$ cat config.mk
export PLATFORM = sky130hd
export DESIGN_NAME = mux8_scan_seq
export DESIGN_NICKNAME = d
export VERILOG_FILES = /design/src/rtl/mux8_scan_seq.sv
export SDC_FILE = /design/constraint.sdc
export NUM_CORES = 1
export LEC_CHECK = 0
export CAP_MARGIN = 5
export CELL_PAD_IN_SITES_DETAIL_PLACEMENT = 1
export CELL_PAD_IN_SITES_GLOBAL_PLACEMENT = 1
export CORE_MARGIN = 3
export CORE_UTILIZATION = 43
export CTS_CLUSTER_DIAMETER = 50
export DETAILED_ROUTE_END_ITERATION = 8
export GPL_TIMING_DRIVEN = 0
export PLACE_DENSITY = 0.82
export SETUP_SLACK_MARGIN = 0.15
export SYNTH_ARGS = -nofsm -noshare
export SYNTH_HDL_FRONTEND = slang
export SYNTH_SLANG_ARGS = --single-unit
export TNS_END_PERCENT = 1
$ cat constraint.sdc
create_clock -name clk -period 3.4 [get_ports clk]
set_clock_uncertainty 0.15 [all_clocks]
set_input_delay 0.34 -clock clk [delete_from_list [all_inputs] [get_ports clk]]
set_output_delay 0.34 -clock clk [all_outputs]
set_load 0.005 [all_outputs]
$ cat src/rtl/mux8_scan_seq.sv
// Steps the select lines of an 8:1 mux through channels 0..7 and assembles
// the sampled y bits into a word offered on a valid/ready handshake.
// Build option MUX8_SCAN_CONTINUOUS_EN: an accepted word immediately starts the next scan.
//
// state  | meaning
// IDLE   | waiting for start; select parked at 0
// SETTLE | holding current select code, sampling y at terminal count
// HOLD   | word complete, data_valid high until data_ready

module mux8_scan_seq #(
    parameter int SETTLE_CYCLES = 1,
    parameter int CNT_W         = 4
) (
    input  logic       clk,
    input  logic       rst,
    input  logic       start,
    input  logic       y,
    output logic       s0,
    output logic       s1,
    output logic       s2,
    output logic       busy,
    output logic [7:0] data_out,
    output logic       data_valid,
    input  logic       data_ready
);

    typedef enum logic [1:0] {
        IDLE   = 2'd0,
        SETTLE = 2'd1,
        HOLD   = 2'd2
    } state_t;

    if (SETTLE_CYCLES < 1) begin : g_bad_settle
        $error("mux8_scan_seq: SETTLE_CYCLES must be at least 1");
    end
    if (SETTLE_CYCLES > (2 ** CNT_W)) begin : g_bad_cnt_w
        $error("mux8_scan_seq: SETTLE_CYCLES exceeds 2**CNT_W");
    end

    localparam logic [CNT_W-1:0] CNT_TC  = CNT_W'(SETTLE_CYCLES - 1);
    localparam logic [CNT_W-1:0] CNT_ONE = CNT_W'(1);

    state_t           state_q, state_d;
    logic [2:0]       sel_q, sel_d;
    logic [CNT_W-1:0] cnt_q, cnt_d;
    logic [7:0]       data_q, data_d;
    logic             busy_q, busy_d;
    logic             valid_q, valid_d;

    always_comb begin
        state_d = state_q;
        sel_d   = sel_q;
        cnt_d   = cnt_q;
        data_d  = data_q;
        case (state_q)
            IDLE: begin
                if (start) begin
                    data_d  = 8'h00;
                    sel_d   = 3'd0;
                    cnt_d   = '0;
                    state_d = SETTLE;
                end
            end
            SETTLE: begin
                if (cnt_q != CNT_TC) begin
                    cnt_d = cnt_q + CNT_ONE;
                end else begin
                    data_d[sel_q] = y;
                    cnt_d         = '0;
                    if (sel_q == 3'd7) begin
                        state_d = HOLD;
                    end else begin
                        sel_d = sel_q + 3'd1;
                    end
                end
            end
            HOLD: begin
                if (data_ready) begin
                    sel_d = 3'd0;
                    cnt_d = '0;
`ifdef MUX8_SCAN_CONTINUOUS_EN
                    data_d  = 8'h00;
                    state_d = SETTLE;
`else
                    state_d = IDLE;
`endif
                end
            end
            default: begin
                state_d = IDLE;
                sel_d   = 3'd0;
                cnt_d   = '0;
            end
        endcase
        // Status outputs are registered alongside the state they describe.
        busy_d  = (state_d != IDLE);
        valid_d = (state_d == HOLD);
    end

    always_ff @(posedge clk or posedge rst) begin
        if (rst) begin
            state_q <= IDLE;
            sel_q   <= 3'd0;
            cnt_q   <= '0;
            data_q  <= 8'h00;
            busy_q  <= 1'b0;
            valid_q <= 1'b0;
        end else begin
            state_q <= state_d;
            sel_q   <= sel_d;
            cnt_q   <= cnt_d;
            data_q  <= data_d;
            busy_q  <= busy_d;
            valid_q <= valid_d;
        end
    end

    assign s0         = sel_q[0];
    assign s1         = sel_q[1];
    assign s2         = sel_q[2];
    assign busy       = busy_q;
    assign data_out   = data_q;
    assign data_valid = valid_q;

endmodule

==> impl_results.md, run 1 <==
- Area leader, netlist: dfrtp_1
- CP Data Required Time: 3450 ps
- Die ar.: slightly below 3000 sq um
- Post-route ant nets: 0
- Die W: roughly 55 um
- Layout cell share with drive strength beyond 1: 0.114
- Final setup violation count: 0
- # diodes: 0
- Initial Utilization: 0.484
- Period Utilization, post-route: 0.605
- Layout Area Growth over Synthesis: 22.8%
- Synth unique cells: 30
- Clk sinks: 19
- Tmin final: a little over 2000 ps
- Final WS setup: 1340 ps
- Drt initial violations: 13
- Root Driver: clkbuf_4
- Syn avg cell area: between 10 and 15 sq um
- Most frequent cells in the layout: dfrtp_1 (19), clkdlybuf4s50_1 (17), inv_1 (10), a221o_1 (8), nand2_1 (6)
- Fin cells: around 140
- HP Class: in -> async
- Die H: 54.6 um
- TritonCTS clock tree: built
- Commonest non-fill, non-tap cell in the layout: dfrtp_1
- CP Max Fanout: 10
- Worst Setup End Kind: register
- Reg-to-Reg End: sel_q[0]
- Worst-Skew Late Latency: 310 ps
- Synthesized area: 1020 sq um
- RSZ-0062 raised after global routing: no
- Synthesized instance count: 93
- First-pass GRT wire length: 4350 um
- Number of port buffers: 17
- Syn nets: about 100
- Routed WL: 2610 um
- Grt peak-use layer: met2
- Max_cap viols: 0
- Leak: 0.541 nW
- Clk buf depth: 2
- HPWL Detailed: 1930 um
- Vias in the first global route: 928
- # IOs: 18
- Final Hold Vio Count: 0
- Multi-input logic area: 489 sq um
- GR Util met2: 0.358
- Syn. warnings: 0
- Nets@finish: 124
- Status: finished, final reports clean
- RR Startpoint: sel_q[1]
- Maximum vdd drop: roughly 460 uV
- H-tree levels: 1
- Met3 Usage GRT: 0.0627
- Seq/Total Area, Yosys: 0.467
- Pre-CTS WS: 1360 ps
- Setup CP Type: reg -> reg
- Max-slew violations: 0
- DR pass1 iterations: 4
- Max_slew headroom: 0.493
- Number of remaining DRC errors: 0
- Reg2reg setup slack: about 1300 ps
- Async set-reset flop share out of synthesis: 1.00
- Pwr Density: 732 nW/um^2
- Synth top area share: 0.467
- Top area cells in the synthesized netlist: dfrtp_1 (47%), a221o_1 (7.9%), ha_1 (4.9%), o311a_1 (3.9%), inv_1 (3.7%)
- Wirelength per Cell: 18.5 um
- Rows: 16
- DP Cell Count: about 140
- Grt ovf: 0
- Filler instances: between 200 and 250
- Ys flop type: dfrtp_1
- Worst setup SP type: register
- Resized cells post-CTS: 0
- Gr usage total: 0.211
- Flip-flop and latch area: 475 sq um
- Vias per cell: 6.03
- Met1 usage: 0.247
- Worst-margin pin slew: about 760 ps
- Worst-path clk slew: 110 ps
- Setup bufs post-CTS: 0
- Crit path arrival time: between 2000 and 2500 ps
- Placer Congestion: 0.775
- Hold Buf Count CTS: 0
- Core ar.: 2100 sq um
- Seq cells post-synth: 19
- Post-synth EDFFs: 0
- Fin Hold WS: ~310 ps
- R2R cell count: 5
- TritonCTS Buffers: 3
- Via Count: 850
- Setup TNS: 0 ps
- Largest net degree at the start of global routing: 20
- Fmax: 0.486 GHz
- Initial antenna violation count: 0
[stage by stage]
| stage | utilization | power [mW] | cell area (sq um) |
|---|---|---|---|
| final | 0.594 | 0.914 | 1250 |
| after global routing | 0.594 | 0.991 | 1250 |
| after CTS | 0.594 | 0.922 | 1250 |
| after detailed placement | 0.581 | 0.798 | 1220 |
| after global placement | 0.581 | 0.757 | 1220 |
| after floorplan | - | 0.634 | 1020 |
[worst max-delay path, stage by stage (launching register included)]
cell       delay (ps)
dfrtp_1           500
ha_1              260
ha_1              260
nor4b_1           300
o2bb2ai_1         190
mux2_2            290
[layout make-up]
class                      count  share of cell area
tap                           27              0.0271
clock buffer                   3              0.0180
clock inverter                 1             0.00401
timing repair buffer          17               0.136
multi-input combinational     61               0.392
sequential                    19               0.381
buffer                         3              0.0120
inverter                      10              0.0301
[routing by layer]
metal	wire [um]	share of wire
met1	1190	0.45
met2	1280	0.49
met3	110	0.042
met4	35	0.013
met5	0	0
[cells by family after synthesis]
logic type / after synthesis / synth area share
DFF: 19 / 0.467
buffers and inverters: 13 / 0.0517
muxes: 3 / 0.0308
and+or+nand+nor: 28 / 0.180
adders and majority gates: 4 / 0.0492
AOI/OAI and AO/OA: 26 / 0.221
[power by group]
| group | internal (mW) | leakage (nW) | switching [mW] |
|---|---|---|---|
| Clock | 0.0441 | 0.0177 | 0.0744 |
| Sequential | 0.286 | 0.202 | 0.0824 |
| Combinational | 0.217 | 0.321 | 0.211 |
[state kept, by name (all words and copies together), names as in the netlist]
signal      flops
busy            1
cnt_q           4
data_out        8
data_valid      1
sel_q           3
state_q         2
[cell usage after synthesis, types with 2 or more instances]
master / count
mux2i_1: 2
buf_2: 3
nand2_1: 6
ha_1: 4
a22o_1: 3
o21ai_1: 2
o311a_1: 4
nor2_1: 5
dfrtp_1: 19
a211oi_1: 3
nor2b_1: 3
a221o_1: 8
inv_1: 10
nand3_1: 5
[how the worst max path moves through the flow]
stage	to	depth (start not counted)	from	slack, ps
floorplan	sel_q[0]	5	sel_q[1]	1630
global placement	sel_q[0]	5	sel_q[1]	1510
detailed placement	sel_q[0]	5	sel_q[1]	1360
CTS	sel_q[0]	5	sel_q[1]	1340
global route	sel_q[0]	5	sel_q[1]	1200
finish	sel_q[0]	5	sel_q[1]	1340
Note: power is estimated with default switching activity, not from simulation.
==> run 2, diff against run 1 <==
- CORE_UTILIZATION: 43 -> 40
- PLACE_DENSITY: 0.82 -> 0.78
- clock period: 3.4 -> 2.07 ns (I/O delays scaled with it)
==> impl_results.md, run 2 (same netlist as run 1, synthesis figures left out) <==
- Status: finished, final reports clean
- Fin Hold WS: 175 ps (-134 ps)
- TritonCTS clock tree: built
- Layout Area Growth over Synthesis: 31.6%
- Worst Setup End Kind: register
- Period Utilization, post-route: 0.900 (+0.295)
- CP Max Fanout: 4 (-6)
- Setup CP Type: reg -> reg
- Core ar.: 2320 sq um (+10%)
- Maximum vdd drop: 747 uV (+61%)
- Root Driver: clkbuf_4
- Number of port buffers: 17 (unchanged)
- Final Power: 1.64 mW (+79%)
- H-tree levels: 1 (unchanged)
- Layout cell share with drive strength beyond 1: 0.207 (+0.0926)
- Commonest non-fill, non-tap cell in the layout: dfrtp_1
- Tmin final: 1860 ps (-194 ps)
- Via Count: 857 (+0.82%)
- Max reg flops: 8 (unchanged)
- Nets@finish: 131 (+5.6%)
- Final setup violation count: 0 (unchanged)
- Die H: 56.4 um (+3.3%)
- Initial antenna violation count: 0 (unchanged)
- Grt ovf: 0 (unchanged)
- First-pass GRT wire length: 4160 um (-4.3%)
- Die W: 56.4 um (+3.3%)
- Number of remaining DRC errors: 0 (unchanged)
- Layout Utilization: 0.577 (-0.0166)
- Gr usage total: 0.164 (-0.0463)
- Initial Utilization: 0.439 (-0.0452)
- Pwr Density: 1230 nW/um^2 (+67%)
- Final Hold Vio Count: 0 (unchanged)
- Placer Congestion: 0.771 (-0.48%)
- Largest net degree at the start of global routing: 20 (unchanged)
- Die ar.: 3180 sq um (+6.7%)
- Worst setup SP type: register
- TritonCTS Buffers: 3 (unchanged)
- RSZ-0062 raised after global routing: yes
- Wirelength per Cell: 16.8 um (-9.2%)
- HP Class: in -> async
- Rows: 17 (+1)
- Post-route ant nets: 0 (unchanged)
- Clk sinks: 19 (unchanged)
- Fmax: 0.537 GHz (+10%)
- Routed WL: 2500 um (-4.1%)
- Drt initial violations: 16 (+3)
- Leak: 0.577 nW (+6.6%)
- Max-slew violations: 0 (unchanged)
- Most frequent cells in the layout: dfrtp_1 (18), clkdlybuf4s50_1 (17), inv_1 (8), a221o_1 (8)
- Clk buf depth: 2 (unchanged)
- DR pass1 iterations: 4 (unchanged)
- HPWL Detailed: 1780 um (-7.6%)
- Setup TNS: 0 ps (unchanged)
- Worst-Skew Late Latency: 300 ps (about the same)
- Max_cap viols: 0 (unchanged)
- Vias per cell: 5.75 (-4.6%)
- Worst-path clk slew: 110 ps (about the same)
- # diodes: 0 (unchanged)
- CP Data Required Time: 2160 ps (-1290 ps)
- Vias in the first global route: 862 (-7.1%)
- Worst-margin pin slew: 710 ps (-50.0 ps)
- Crit path arrival time: 1950 ps (-160 ps)
- Max_slew headroom: 0.526 (+0.0334)
- # IOs: 18 (unchanged)
-- run 2: cell count changes in the layout (fill, tap and decap cells not counted), sizes merged --
| cell | change |
|---|---|
| clkinv | -1 |
| buf | +7 |
| clkbuf | +1 |
-- run 2: report_power, final --
part / leakage [nW] / switching [mW] / internal (mW)
Clock: 0.0150 / 0.114 / 0.0751
Combinational: 0.361 / 0.378 / 0.470
Sequential: 0.201 / 0.130 / 0.473
-- run 2: final cells by class --
type                            instances  area (sq um)
Tap cell                               28          35.0
Multi-Input combinational cell         61           513
Sequential cell                        19           477
Fill cell                             255           980
Timing Repair Buffer                   24           235
Inverter                               10          37.5
Clock buffer                            4          26.3
Buffer                                  3          15.0
-- run 2: critical path, stage by stage, from the launching register on --
cell and delay, ps:
dfrtp_1 420, inv_2 100, ha_4 130, or3b_4 410
buf_12 140, nor3_4 250, a221o_1 190
-- run 2: metrics by stage --
stage / cell area (sq um) / setup WS, ps / std cells
2_1_floorplan: 1020 / 304 / 93
3_3_place_gp: 1220 / 174 / 138
3_5_place_dp: 1220 / 120 / 138
4_1_cts: 1250 / 117 / 142
5_1_grt: 1340 / 102 / 149
6_report: 1340 / 207 / 149
-- run 2: per-layer routing --
layer  vias up  track usage  part of all wire
met3         0       0.0575             0.048
li1        409            -                 -
met2        22        0.261              0.50
met1       426        0.220              0.45
met5         -            0                 0
met4         0       0.0237                 0
-- run 2: final timing paths --
| path | cells after the start | startpoint | end | slack [ps] |
|---|---|---|---|---|
| setup / recovery | 6 | cnt_q[0] | data_out[5] | 210 |
| hold / removal | 2 | rst | data_out[3] | 170 |
| setup reg to reg | 6 | cnt_q[0] | data_out[5] | 210 |
| hold reg to reg | 1 | data_out[3] | data_out[3] | 400 |
| max in group asynchronous | 2 | rst | sel_q[1] | 1100 |
| min in group clk | 1 | data_out[3] | data_out[3] | 400 |
-- run 2: what timing repair did --
action	CTS	global route
hold buffers	0	0
resized for setup	1	6
setup endpoints to repair	11	11
buffers inserted	0	7
pin swaps	0	3
cloned	0	0
